--- src/rtl/cache_bus_arbiter.sv ---
// 2:1 arbiter sharing the single SRAM-like cache-to-AXI port between i_cache and d_cache.
// One transaction in flight; data wins ties, but a run counter forces an inst grant after MAX_DATA_RUN.
module cache_bus_arbiter #(
    parameter int unsigned MAX_DATA_RUN = 4,
    parameter int unsigned CNT_WIDTH    = 4
) (
    input  logic        clk,
    input  logic        rst,
    input  logic        inst_req_i,
    input  logic        inst_wr_i,
    input  logic [1:0]  inst_size_i,
    input  logic [31:0] inst_addr_i,
    input  logic [31:0] inst_wdata_i,
    output logic [31:0] inst_rdata_o,
    output logic        inst_addr_ok_o,
    output logic        inst_data_ok_o,
    input  logic        data_req_i,
    input  logic        data_wr_i,
    input  logic [1:0]  data_size_i,
    input  logic [31:0] data_addr_i,
    input  logic [31:0] data_wdata_i,
    output logic [31:0] data_rdata_o,
    output logic        data_addr_ok_o,
    output logic        data_data_ok_o,
    output logic        bus_req_o,
    output logic        bus_wr_o,
    output logic [1:0]  bus_size_o,
    output logic [31:0] bus_addr_o,
    output logic [31:0] bus_wdata_o,
    input  logic [31:0] bus_rdata_i,
    input  logic        bus_addr_ok_i,
    input  logic        bus_data_ok_i,
    output logic [1:0]  dbg_state_o,
    output logic        dbg_owner_o
);

    typedef enum logic [1:0] {
        IDLE = 2'd0,
        ADDR = 2'd1,
        WAIT = 2'd2
    } state_e;

    localparam logic [CNT_WIDTH-1:0] RUN_LIMIT = CNT_WIDTH'(MAX_DATA_RUN);
    localparam logic [CNT_WIDTH-1:0] CNT_MAX   = '1;

    state_e               state_q, state_d;
    logic                 owner_q, owner_d;   // 0 = inst, 1 = data
    logic [CNT_WIDTH-1:0] cnt_q, cnt_d;
    logic                 sel_data;
    logic                 owner_req;
    logic                 run_limit_hit;

    always_ff @(posedge clk) begin
        if (rst) begin
            state_q <= IDLE;
            owner_q <= 1'b0;
            cnt_q   <= '0;
        end else begin
            state_q <= state_d;
            owner_q <= owner_d;
            cnt_q   <= cnt_d;
        end
    end

    // Outside IDLE the owner's fields stay on the bus so the bridge sees stable values through WAIT.
    assign sel_data      = (state_q != IDLE) && owner_q;
    assign owner_req     = sel_data ? data_req_i : inst_req_i;
    assign run_limit_hit = inst_req_i && (cnt_q == RUN_LIMIT);

    assign bus_wr_o     = sel_data ? data_wr_i    : inst_wr_i;
    assign bus_size_o   = sel_data ? data_size_i  : inst_size_i;
    assign bus_addr_o   = sel_data ? data_addr_i  : inst_addr_i;
    assign bus_wdata_o  = sel_data ? data_wdata_i : inst_wdata_i;
    assign inst_rdata_o = bus_rdata_i;
    assign data_rdata_o = bus_rdata_i;
    assign dbg_state_o  = state_q;
    assign dbg_owner_o  = owner_q;

    // Handshake: a master holds req until its addr_ok; the address transfers on a cycle with
    // bus_req_o && bus_addr_ok_i; data_ok is a one-cycle completion strobe qualifying rdata.
    always_comb begin
        state_d        = state_q;
        owner_d        = owner_q;
        cnt_d          = cnt_q;
        bus_req_o      = 1'b0;
        inst_addr_ok_o = 1'b0;
        data_addr_ok_o = 1'b0;
        inst_data_ok_o = 1'b0;
        data_data_ok_o = 1'b0;
        unique case (state_q)
            IDLE: begin
                if (data_req_i && !run_limit_hit) begin
                    owner_d = 1'b1;
                    state_d = ADDR;
                    if (!inst_req_i)
                        cnt_d = '0;
                    else if (cnt_q != CNT_MAX)
                        cnt_d = cnt_q + CNT_WIDTH'(1);
                end else if (inst_req_i) begin
                    owner_d = 1'b0;
                    state_d = ADDR;
                    cnt_d   = '0;
                end
            end
            ADDR: begin
                bus_req_o = owner_req;
                if (!owner_req) begin
                    state_d = IDLE;
                end else if (bus_addr_ok_i) begin
                    state_d        = WAIT;
                    inst_addr_ok_o = !owner_q;
                    data_addr_ok_o = owner_q;
                end
            end
            WAIT: begin
                if (bus_data_ok_i) begin
                    state_d        = IDLE;
                    inst_data_ok_o = !owner_q;
                    data_data_ok_o = owner_q;
                end
            end
            default: state_d = IDLE;
        endcase
        if (rst) begin
            bus_req_o      = 1'b0;
            inst_addr_ok_o = 1'b0;
            data_addr_ok_o = 1'b0;
            inst_data_ok_o = 1'b0;
            data_data_ok_o = 1'b0;
        end
    end

endmodule

--- config.mk ---
export PLATFORM = sky130hd
export DESIGN_NAME = cache_bus_arbiter
export DESIGN_NICKNAME = d
export VERILOG_FILES = /design/src/rtl/cache_bus_arbiter.sv
export SDC_FILE = /design/constraint.sdc
export NUM_CORES = 1
export LEC_CHECK = 0
export BUFFER_PORTS_ARGS = -buffer_cell sky130_fd_sc_hd__buf_4
export CAP_MARGIN = 0
export CORE_AREA = 5 5 118 120
export CTS_CLUSTER_DIAMETER = 150
export DETAILED_ROUTE_END_ITERATION = 10
export DIE_AREA = 0 0 123 125
export PLACE_DENSITY_LB_ADDON = 0.25
export SYNTH_ARGS = -nofsm -noshare
export SYNTH_HDL_FRONTEND = slang
export SYNTH_SLANG_ARGS = --single-unit
--- constraint.sdc ---
create_clock -name clk -period 1.3 [get_ports clk]
set_input_delay 0.195 -clock clk [delete_from_list [all_inputs] [get_ports clk]]
set_output_delay 0.195 -clock clk [all_outputs]
set_load 0.03 [all_outputs]
After elaboration in Yosys (flattened, before gate mapping) --
Cells that the tools add are included.
Word-level totals: bits in registers 7, logic and storage cells 56
Operators by class: add/subtract/negate cells 1, equality and inequality tests 8, multiplexer cells 33, reduce and logical (&&, ||, !) cells 11
Operators with widths (number):
- two-way mux 32 bit | 2
- two-way mux 1 bit | 20
- two-way mux 4 bit | 4
- two-way mux 2 bit | 6
- != test 3 bit, second input constant | 2
- one-hot mux 2 bit (3 select lines) | 1
- AND reduction 3 bit | 2
- adder 4 x 1 -> 4 bit, second input constant | 1
- == test 4 x 3 -> 1 bit, second input constant | 1
- != test 4 bit, second input constant | 1
- nonzero test 2 bit | 2
- logical AND 1 bit | 3
- != test 3 x 2 -> 1 bit, second input constant | 1
- == test 2 x 1 -> 1 bit, second input constant | 1
- == test 2 bit, second input constant | 1
- zero test 1 bit | 2
- zero test 2 bit | 1
- != test 2 bit, second input constant | 1
- AND reduction 2 bit | 1

Longest topological paths before layout --
Gate-level depths: netlist (run 1).
word-level depth 6, depth in mapped cells 5, depth with buffers taken out 5

Least setup slack after synthesis (run 1) --
No wires, ideal clock.
path kind flip-flop to output port, start register owner_q (netlist: dbg_owner_o), end output data_addr_ok_o, data arrival time 1.817 ns, setup slack -0.712 ns, cell stages (with the launch flop) 4, buffers on the path 0, cells stage by stage dfxtp_1 mux2_2 nand2_1 nor4_1
Between the ends: word-level cells in the longest chain between the ends 5
Ends and longest elaborated chain:
- start, declared | line 47 | logic owner_q, owner_d;
- start signal, assigned | line 60 | owner_q <= owner_d;
- logical AND 1 bit | line 66 | assign sel_data = (state_q != IDLE) && owner_q;
- two-way mux 1 bit | line 67 | assign owner_req = sel_data ? data_req_i : inst_req_i;
- two-way mux 1 bit (*) | line 107 | if (!owner_req) begin
- two-way mux 1 bit (*) | line 90 | unique case (state_q)
- two-way mux 1 bit (*) | line 124 | if (rst) begin
- end, declared | line 23 | output logic data_addr_ok_o,
Every way passes the cells marked *; elsewhere a longest branch is shown, timed or not.

Worst setup path after layout (run 1) --
start register state_q[0] (netlist: dbg_state_o[0]), end output bus_addr_o[15]
Between the ends: word-level cells in the longest chain between the ends 3
Ends and longest elaborated chain:
- start, declared | line 46 | state_e state_q, state_d;
- start signal, assigned | line 59 | state_q <= state_d;
- nonzero test 2 bit | line 66
- logical AND 1 bit | line 66
- two-way mux 32 bit | line 72 | assign bus_addr_o = sel_data ? data_addr_i : inst_addr_i;
- end, declared | line 28 | output logic [31:0] bus_addr_o,
Every way passes these cells.

==> results of run 1 <==
==> per-layer routing <==
metal  up-vias  GRT usage  part of all wire
met2       170      0.182              0.51
met5         -          0                 0
met4         0     0.0137            0.0046
met3         8     0.0528              0.14
met1       954      0.105              0.34
li1        988          -                 -
==> logic make-up (layout without fill, tap and decap cells) <==
| logic type | count (synthesis) | in the layout |
|---|---|---|
| AOI/OAI and AO/OA | 13 | 13 |
| adders and majority gates | 2 | 2 |
| buffers and inverters | 78 | 248 |
| DFF | 7 | 7 |
| muxes | 70 | 70 |
| and+or+nand+nor | 30 | 30 |
==> repair_timing <==
action / CTS / global route
pin swaps: 9 / 6
endpoints found under the setup margin: 75 / 80
resized for setup: 56 / 65
gates cloned: 0 / 2
setup buffers: 7 / 2
==> cells in the mapped netlist (2+ instances only) <==
cell type / instances
a21oi_1: 3
a311oi_1: 3
a32oi_1: 2
buf_2: 3
buf_4: 64
buf_8: 3
dfxtp_1: 7
ha_1: 2
inv_1: 6
mux2_2: 38
mux2_4: 30
mux2i_1: 2
nand2b_1: 2
nand3_1: 3
nand3b_1: 3
nor2_1: 8
nor3_1: 2
nor4_1: 2
==> stage by stage <==
stage	hold WS, ps	setup TNS, ps	util	total power [W]
3_3_place_gp	390	-19990	0.260	0.00176
3_5_place_dp	390	-21190	0.260	0.00176
6_report	276	-36990	0.314	0.00262
4_1_cts	277	-38050	0.288	0.00247
2_1_floorplan	354	-17010	-	0.00143
5_1_grt	311	-40590	0.314	0.00275
==> worst paths after layout <==
| kind | start | endpoint | slack, ps | cells after the start |
|---|---|---|---|---|
| setup / recovery | dbg_state_o[0] | bus_addr_o[15] | -550 | 5 |
| hold / removal | data_req_i | dbg_owner_o | 280 | 3 |
| setup reg to reg | dbg_state_o[0] | dbg_state_o[1] | -200 | 7 |
| hold reg to reg | cnt_q[3] | cnt_q[3] | 580 | 2 |
==> placed cells by master (no fill, tap or decap), types with 2 or more instances in the layout <==
cell	instances
a32oi_1	2
buf_12	5
dfxtp_4	2
mux2_4	51
dfxtp_1	4
nor3_1	2
a21oi_1	2
buf_6	76
nand3b_1	3
buf_4	155
inv_1	6
mux2i_1	2
ha_1	2
nor2_4	5
nand3_1	2
clkbuf_16	5
nor4_4	2
nand2b_1	2
a311oi_1	2
nor2_1	3
mux2_2	17
==> worst max-delay path, delay by kind of cell (launching register included) <==
kind / cells / cell delay (ps)
simple gates: 2 / 390
mux: 1 / 350
buf+inv: 2 / 340
flops: 1 / 330
==> sequential cells by signal, indices dropped and copies added, names as in the netlist <==
name         count
cnt_q            4
dbg_state_o      2
dbg_owner_o      1
==> report_power, final <==
part	switching (W)	leakage [nW]	total, W	internal (W)
combinational	0.000818	1.98	0.00185	0.00103
clock	0.000128	0.0382	0.000537	0.000409
sequential	0.0000121	0.0587	0.000240	0.000228
==> cell type report <==
class / instances / share of cell area
inverters: 6 / 0.00556
well taps: 176 / 0.0544
flip-flops and latches: 7 / 0.0368
clock buffers: 4 / 0.0195
multi-input cells: 115 / 0.348
repair buffers: 238 / 0.536
==> key figures, run 1 <==
Run status
  • Status: finished with violations
  • Violated checks: setup timing

Timing
  • Slew Limit Fails: 0
  • Slew HR: 0.802
  • Slew @ Worst Pin: 295 ps
  • FMAX: 0.539 GHz
  • Final Cycle Share: 1.43
  • Endpoints failing setup: 80
  • Clock Skews: 1.35 ps
  • Min Tclk post-route: 1850 ps
  • Setup WS post-layout: -555 ps
  • RSZ-0062 raised after global routing: yes
  • Hold Vio Cnt, Final: 0

CTS
  • Hold-fix buffers, CTS: 0
  • CTS Buffer Depth: 2
  • Clock sinks: 7
  • H-tree depth: 1
  • CTS buffer count: 3
  • Clk pin slew, worst setup/hold paths: 40 ps
  • TritonCTS clock tree: yes
  • Clock Tree Root: clkbuf_16
  • Worst skew pair latency: 230 ps

Job
  • MaxCap Viol Count: 0

Synthesis
  • Synth Area in XOR/XNOR: 0
  • Largest family of logic cells by synthesized area: multiplexers
  • Warnings from Yosys: 0
  • Synth top area cells: buf_4, mux2_4, mux2_2
  • Post-Synthesis Net Count: 374
  • Synthesized area: 1910 sq um
  • Synth Area in Compound Gates: 0.0492
  • Synthesized flop and latch total: 7
  • Synth Area in Adders: 0.0131
  • Number of synthesized flops with an enable pin: 0
  • Synth top area share: 0.252
  • Register area share after synthesis: 0.0735
  • Synth cell types: 35
  • Commonest register cell after synthesis: dfxtp_1
  • Yosys top cell by area: buf_4
  • Synth Instances: 200
  • Synth Area per Inst: 9.53 sq um
  • Synth Area in Simple Gates: 0.0893
  • Fraction of registers with async set/reset: 0
  • Mux cell area share after synthesis: 0.471

Floorplanning
  • Std cell rows: 42
  • Die outline height: 125 um
  • Starting Density: 0.148
  • Io pins: 311
  • Die footprint: 15400 sq um
  • Die W: 123 um
  • Core area: 12900 sq um

Finish
  • Finished Layout Cells: 546
  • Filler cell count in the final layout: 1347
  • P&R area growth vs syn: 112%
  • Post-route cell area: 4050 sq um
  • FF+latch area: 149 sq um
  • Final layout net count: 545
  • Area of the multi-input gates: 1410 sq um
  • Antenna fix cells: 0
  • Share of post-route cells with drive strength above 1: 0.892

Routing
  • Residual DRC count: 0
  • Total routed wirelength: 9130 um
  • Via count: 2120
  • Wire length per cell: 16.7 um
  • First DRT Iteration DRCs: 28
  • Antenna Nets Post-Route: 0
  • Via density: 3.88
  • First-pass DRT Iterations: 4

Critical path
  • Slowest CP cell: mux2_2
  • Crit path max fanout: 18
  • Crit path cell chain: or2_4, nand2_8, buf_12, mux2_2, buf_4
  • Crit Path Category: reg -> out
  • CP peak stage delay: 350 ps
  • Critical Path Source Type: flop
  • Req. time, crit path: 1110 ps
  • Crit path capture type: output port
  • CP arrival: 1660 ps

GRT
  • Vias in the first global route: 2299
  • GRT overflow: 0
  • First-pass GRT wire length: 12300 um
  • Largest net degree at the start of global routing: 28
  • Antenna violations before repair: 0
  • GRT Util Overall: 0.101

Place
  • Port Buf Inserts: 214
  • GP Congestion: 0.790
  • Place WS: -385 ps
  • Placed wire-length estimate: 7460 um
  • Inst Count DP: 531
  • Area of placed instances: 3350 sq um

Power
  • Leakage: 2.07 nW
  • VDD IR max: 0.603 mV
  • Pwr per Cell Area: 648 nW/um^2

Worst hold path
  • Hold Crit Class: in -> reg
Power figures use the tool's default switching activity.
==> run 2, diff against run 1 <==
--- a/config.mk
+++ b/config.mk
@@ -5,6 +5,7 @@
 export SDC_FILE = /design/constraint.sdc
 export NUM_CORES = 1
 export LEC_CHECK = 0
+export ABC_AREA = 1
 export BUFFER_PORTS_ARGS = -buffer_cell sky130_fd_sc_hd__buf_4
 export CAP_MARGIN = 0
 export CORE_AREA = 5 5 118 120
==> key figures, run 2 <==
Critical path
  • Crit path max fanout: 12 (-6)
  • CP arrival: 1520 ps (-140 ps)
  • Crit-path most repeated cell: nand2_8
  • Slowest CP cell: mux2_2
  • CP peak stage delay: 370 ps (+20 ps)
  • Reg-to-reg startpoint: cnt_q[0]
  • Crit path cell chain: inv_4, nand2_8, nand2_8, buf_16, mux2_2, buf_6
  • Worst R2R End: cnt_q[2]
  • Crit path capture type: output port
  • Req. time, crit path: 1110 ps (about the same)
  • R2R cell count: 8 (+1)
  • Critical Path Source Type: flop
  • Crit Path Category: reg -> out
  • R2r setup slk: 30 ps (+230 ps)

Timing
  • Endpoints failing setup: 72 (-10%)
  • Final Cycle Share: 1.32 (-0.109)
  • Slew HR: 0.818 (+0.0156)
  • Hold Vio Cnt, Final: 0 (unchanged)
  • Slew @ Worst Pin: 272 ps (-23.1 ps)
  • Setup WS post-layout: -413 ps (+141 ps)
  • Setup_tns: -25290 ps (+11710 ps)
  • Clock Skews: 0.769 ps (-0.578 ps)
  • Min Tclk post-route: 1710 ps (-141 ps)
  • RSZ-0062 raised after global routing: yes
  • FMAX: 0.584 GHz (+8.3%)
  • Slew Limit Fails: 0 (unchanged)

Synthesis
  • Count leader, synth: buf_4
  • Fraction of registers with async set/reset: 0 (unchanged)
  • Synthesized flop and latch total: 7 (unchanged)
  • Number of synthesized flops with an enable pin: 0 (unchanged)
  • Synth Instances: 208 (+4.0%)
  • Synth Area per Inst: 8.78 sq um (-7.9%)
  • Register area share after synthesis: 0.0768 (+0.00323)
  • Commonest register cell after synthesis: dfxtp_1
  • Warnings from Yosys: 0 (unchanged)
  • Synth top area share: 0.290 (+0.0378)
  • Synth cell types: 22 (-37%)
  • Synthesized area: 1830 sq um (-4.2%)
  • Yosys top cell by area: mux2_2
  • Top cells by count, synth: buf_4, mux2_2, mux2_4
  • Post-Synthesis Net Count: 382 (+2.1%)
  • Synth top area cells: mux2_2, buf_4, mux2_4

CTS
  • Worst skew pair latency: 230 ps (about the same)
  • TritonCTS clock tree: yes
  • Clk pin slew, worst setup/hold paths: 40 ps (about the same)
  • Clock sinks: 7 (unchanged)
  • CTS buffer count: 3 (unchanged)
  • CTS Buffer Depth: 2 (unchanged)
  • H-tree depth: 1 (unchanged)
  • Hold-fix buffers, CTS: 0 (unchanged)
  • Clock Tree Root: clkbuf_16

GRT
  • Antenna violations before repair: 0 (unchanged)
  • Largest net degree at the start of global routing: 25 (-11%)
  • First-pass GRT wire length: 12400 um (+0.39%)
  • Vias in the first global route: 2238 (-2.7%)
  • GRT Util Overall: 0.103 (+0.00211)
  • GRT overflow: 0 (unchanged)

Place
  • Inst Count DP: 545 (+2.6%)
  • Area of placed instances: 3330 sq um (-0.49%)
  • GP Congestion: 0.837 (+6.0%)
  • Port Buf Inserts: 214 (unchanged)
  • Placed wire-length estimate: 7550 um (+1.2%)

Floorplanning
  • Starting Density: 0.142 (-0.00622)
  • Std cell rows: 42 (unchanged)
  • Die footprint: 15400 sq um (unchanged)
  • Core area: 12900 sq um (unchanged)
  • Die W: 123 um (unchanged)
  • Io pins: 311 (unchanged)
  • Die outline height: 125 um (unchanged)

Power
  • VDD IR max: 0.479 mV (-21%)
  • Internal Power: 0.00162 W (-3.0%)
  • Share of power burned in registers: 0.102 (+0.011)
  • Switching share of power: 0.370 (+0.00478)
  • Combinational fraction of design power: 0.689 (-0.015)
  • Leakage: 2.14 nW (+3.1%)
  • Pwr Total: 0.00256 W (-2.3%)
  • Sw Pwr: 0.000948 W (-1.0%)
  • Clock Power Share: 0.209 (+0.004)
  • Pwr per Cell Area: 625 nW/um^2 (-3.6%)

Finish
  • Most flop-heavy register: cnt_q
  • Area of the multi-input gates: 1420 sq um (+1.1%)
  • Max reg flops: 4 (unchanged)
  • Post-route cell area: 4100 sq um (+1.3%)
  • Most frequent cells in the layout: buf_4, buf_6, mux2_4
  • Filler cell count in the final layout: 1338 (-0.67%)
  • Final layout net count: 558 (+2.4%)
  • Antenna fix cells: 0 (unchanged)
  • FF+latch area: 159 sq um (+6.7%)
  • Finished Layout Cells: 559 (+2.4%)
  • Final core occ: 0.318 (+0.00408)
  • Share of post-route cells with drive strength above 1: 0.890 (-0.00155)
  • Most common cell after layout, fill and taps aside: buf_4
  • P&R area growth vs syn: 125%

Routing
  • Total routed wirelength: 9280 um (+1.6%)
  • First-pass DRT Iterations: 4 (unchanged)
  • Wire length per cell: 16.6 um (-0.73%)
  • Via density: 3.79 (-2.4%)
  • Residual DRC count: 0 (unchanged)
  • Via count: 2118 (-0.094%)
  • First DRT Iteration DRCs: 30 (+7.1%)
  • Antenna Nets Post-Route: 0 (unchanged)

Worst hold path
  • Hold_sp: rst
  • Hold Crit Class: in -> reg
  • Min-Delay Path Depth: 2 (-1)
  • Worst hold endpoint: dbg_state_o[1]

Run status
  • Violated checks: setup timing
  • Status: finished with violations

Job
  • MaxCap Viol Count: 0 (unchanged)
## run 2: worst max-delay path by stage
stage | slack [ps] | to | cells past startpoint | from
6_report | -410 | bus_addr_o[12] | 6 | dbg_state_o[1]
5_1_grt | -450 | bus_addr_o[12] | 6 | dbg_state_o[1]
4_1_cts | -460 | bus_wdata_o[9] | 6 | dbg_state_o[1]
3_5_place_dp | -230 | bus_size_o[0] | 6 | dbg_state_o[1]
3_3_place_gp | -210 | bus_wdata_o[9] | 6 | dbg_state_o[0]
2_1_floorplan | -110 | bus_wdata_o[10] | 6 | dbg_state_o[0]
## run 2: through the flow
stage	hold slack [ps]	setup slack, ps
floorplan	254	-111
global placement	390	-208
detailed placement	390	-230
CTS	152	-462
global route	167	-453
finish	152	-413
## run 2: kinds of logic (layout without fill, tap and decap cells)
logic type               count (synthesis)  after routing  synth area share
adder cells (fa/ha/maj)                  2              2            0.0137
XOR/XNOR                                 1              1           0.00480
AND/OR/NAND/NOR                         41             42             0.108
flip-flops                               7              7            0.0768
AO/OA/AOI/OAI                            9              9            0.0288
buffers and inverters                   81            255             0.313
multiplexers                            67             67             0.454
## run 2: area by class of cell
cell class	instances	area share
timing repair buffer	241	0.530
multi-input combinational	121	0.347
tap	176	0.0537
sequential	7	0.0388
clock buffer	4	0.0192
inverter	10	0.0110
## run 2: repair_timing
| item | in CTS | in global routing |
|---|---|---|
| hold endpoints to repair | 0 | 0 |
| cloned | 1 | 4 |
| setup endpoints to repair | 76 | 76 |
| gates resized for setup | 61 | 83 |
| setup buffers | 4 | 3 |
| pin swaps | 3 | 14 |
## run 2: power groups by stage
stage	combinational (W)	sequential [W]	clock (W)
after detailed placement	0.00146	0.000253	0
final	0.00177	0.000262	0.000536
after floorplan	0.00111	0.000267	0
after global routing	0.00187	0.000265	0.000556
after global placement	0.00146	0.000252	0
after CTS	0.00159	0.000252	0.000541
## run 2: worst max-delay path, delay by kind of cell (launching register included)
| kind | cells | cell delay [ps] |
|---|---|---|
| simple gates | 2 | 180 |
| mux | 1 | 370 |
| flops | 1 | 340 |
| buf+inv | 3 | 380 |
## run 2: per-layer routing
metal | track usage | part of all wire | vias up
met5 | 0 | 0 | -
met4 | 0.0339 | 0.023 | 0
met3 | 0.0321 | 0.10 | 25
met2 | 0.184 | 0.50 | 141
met1 | 0.114 | 0.37 | 954
li1 | - | - | 998
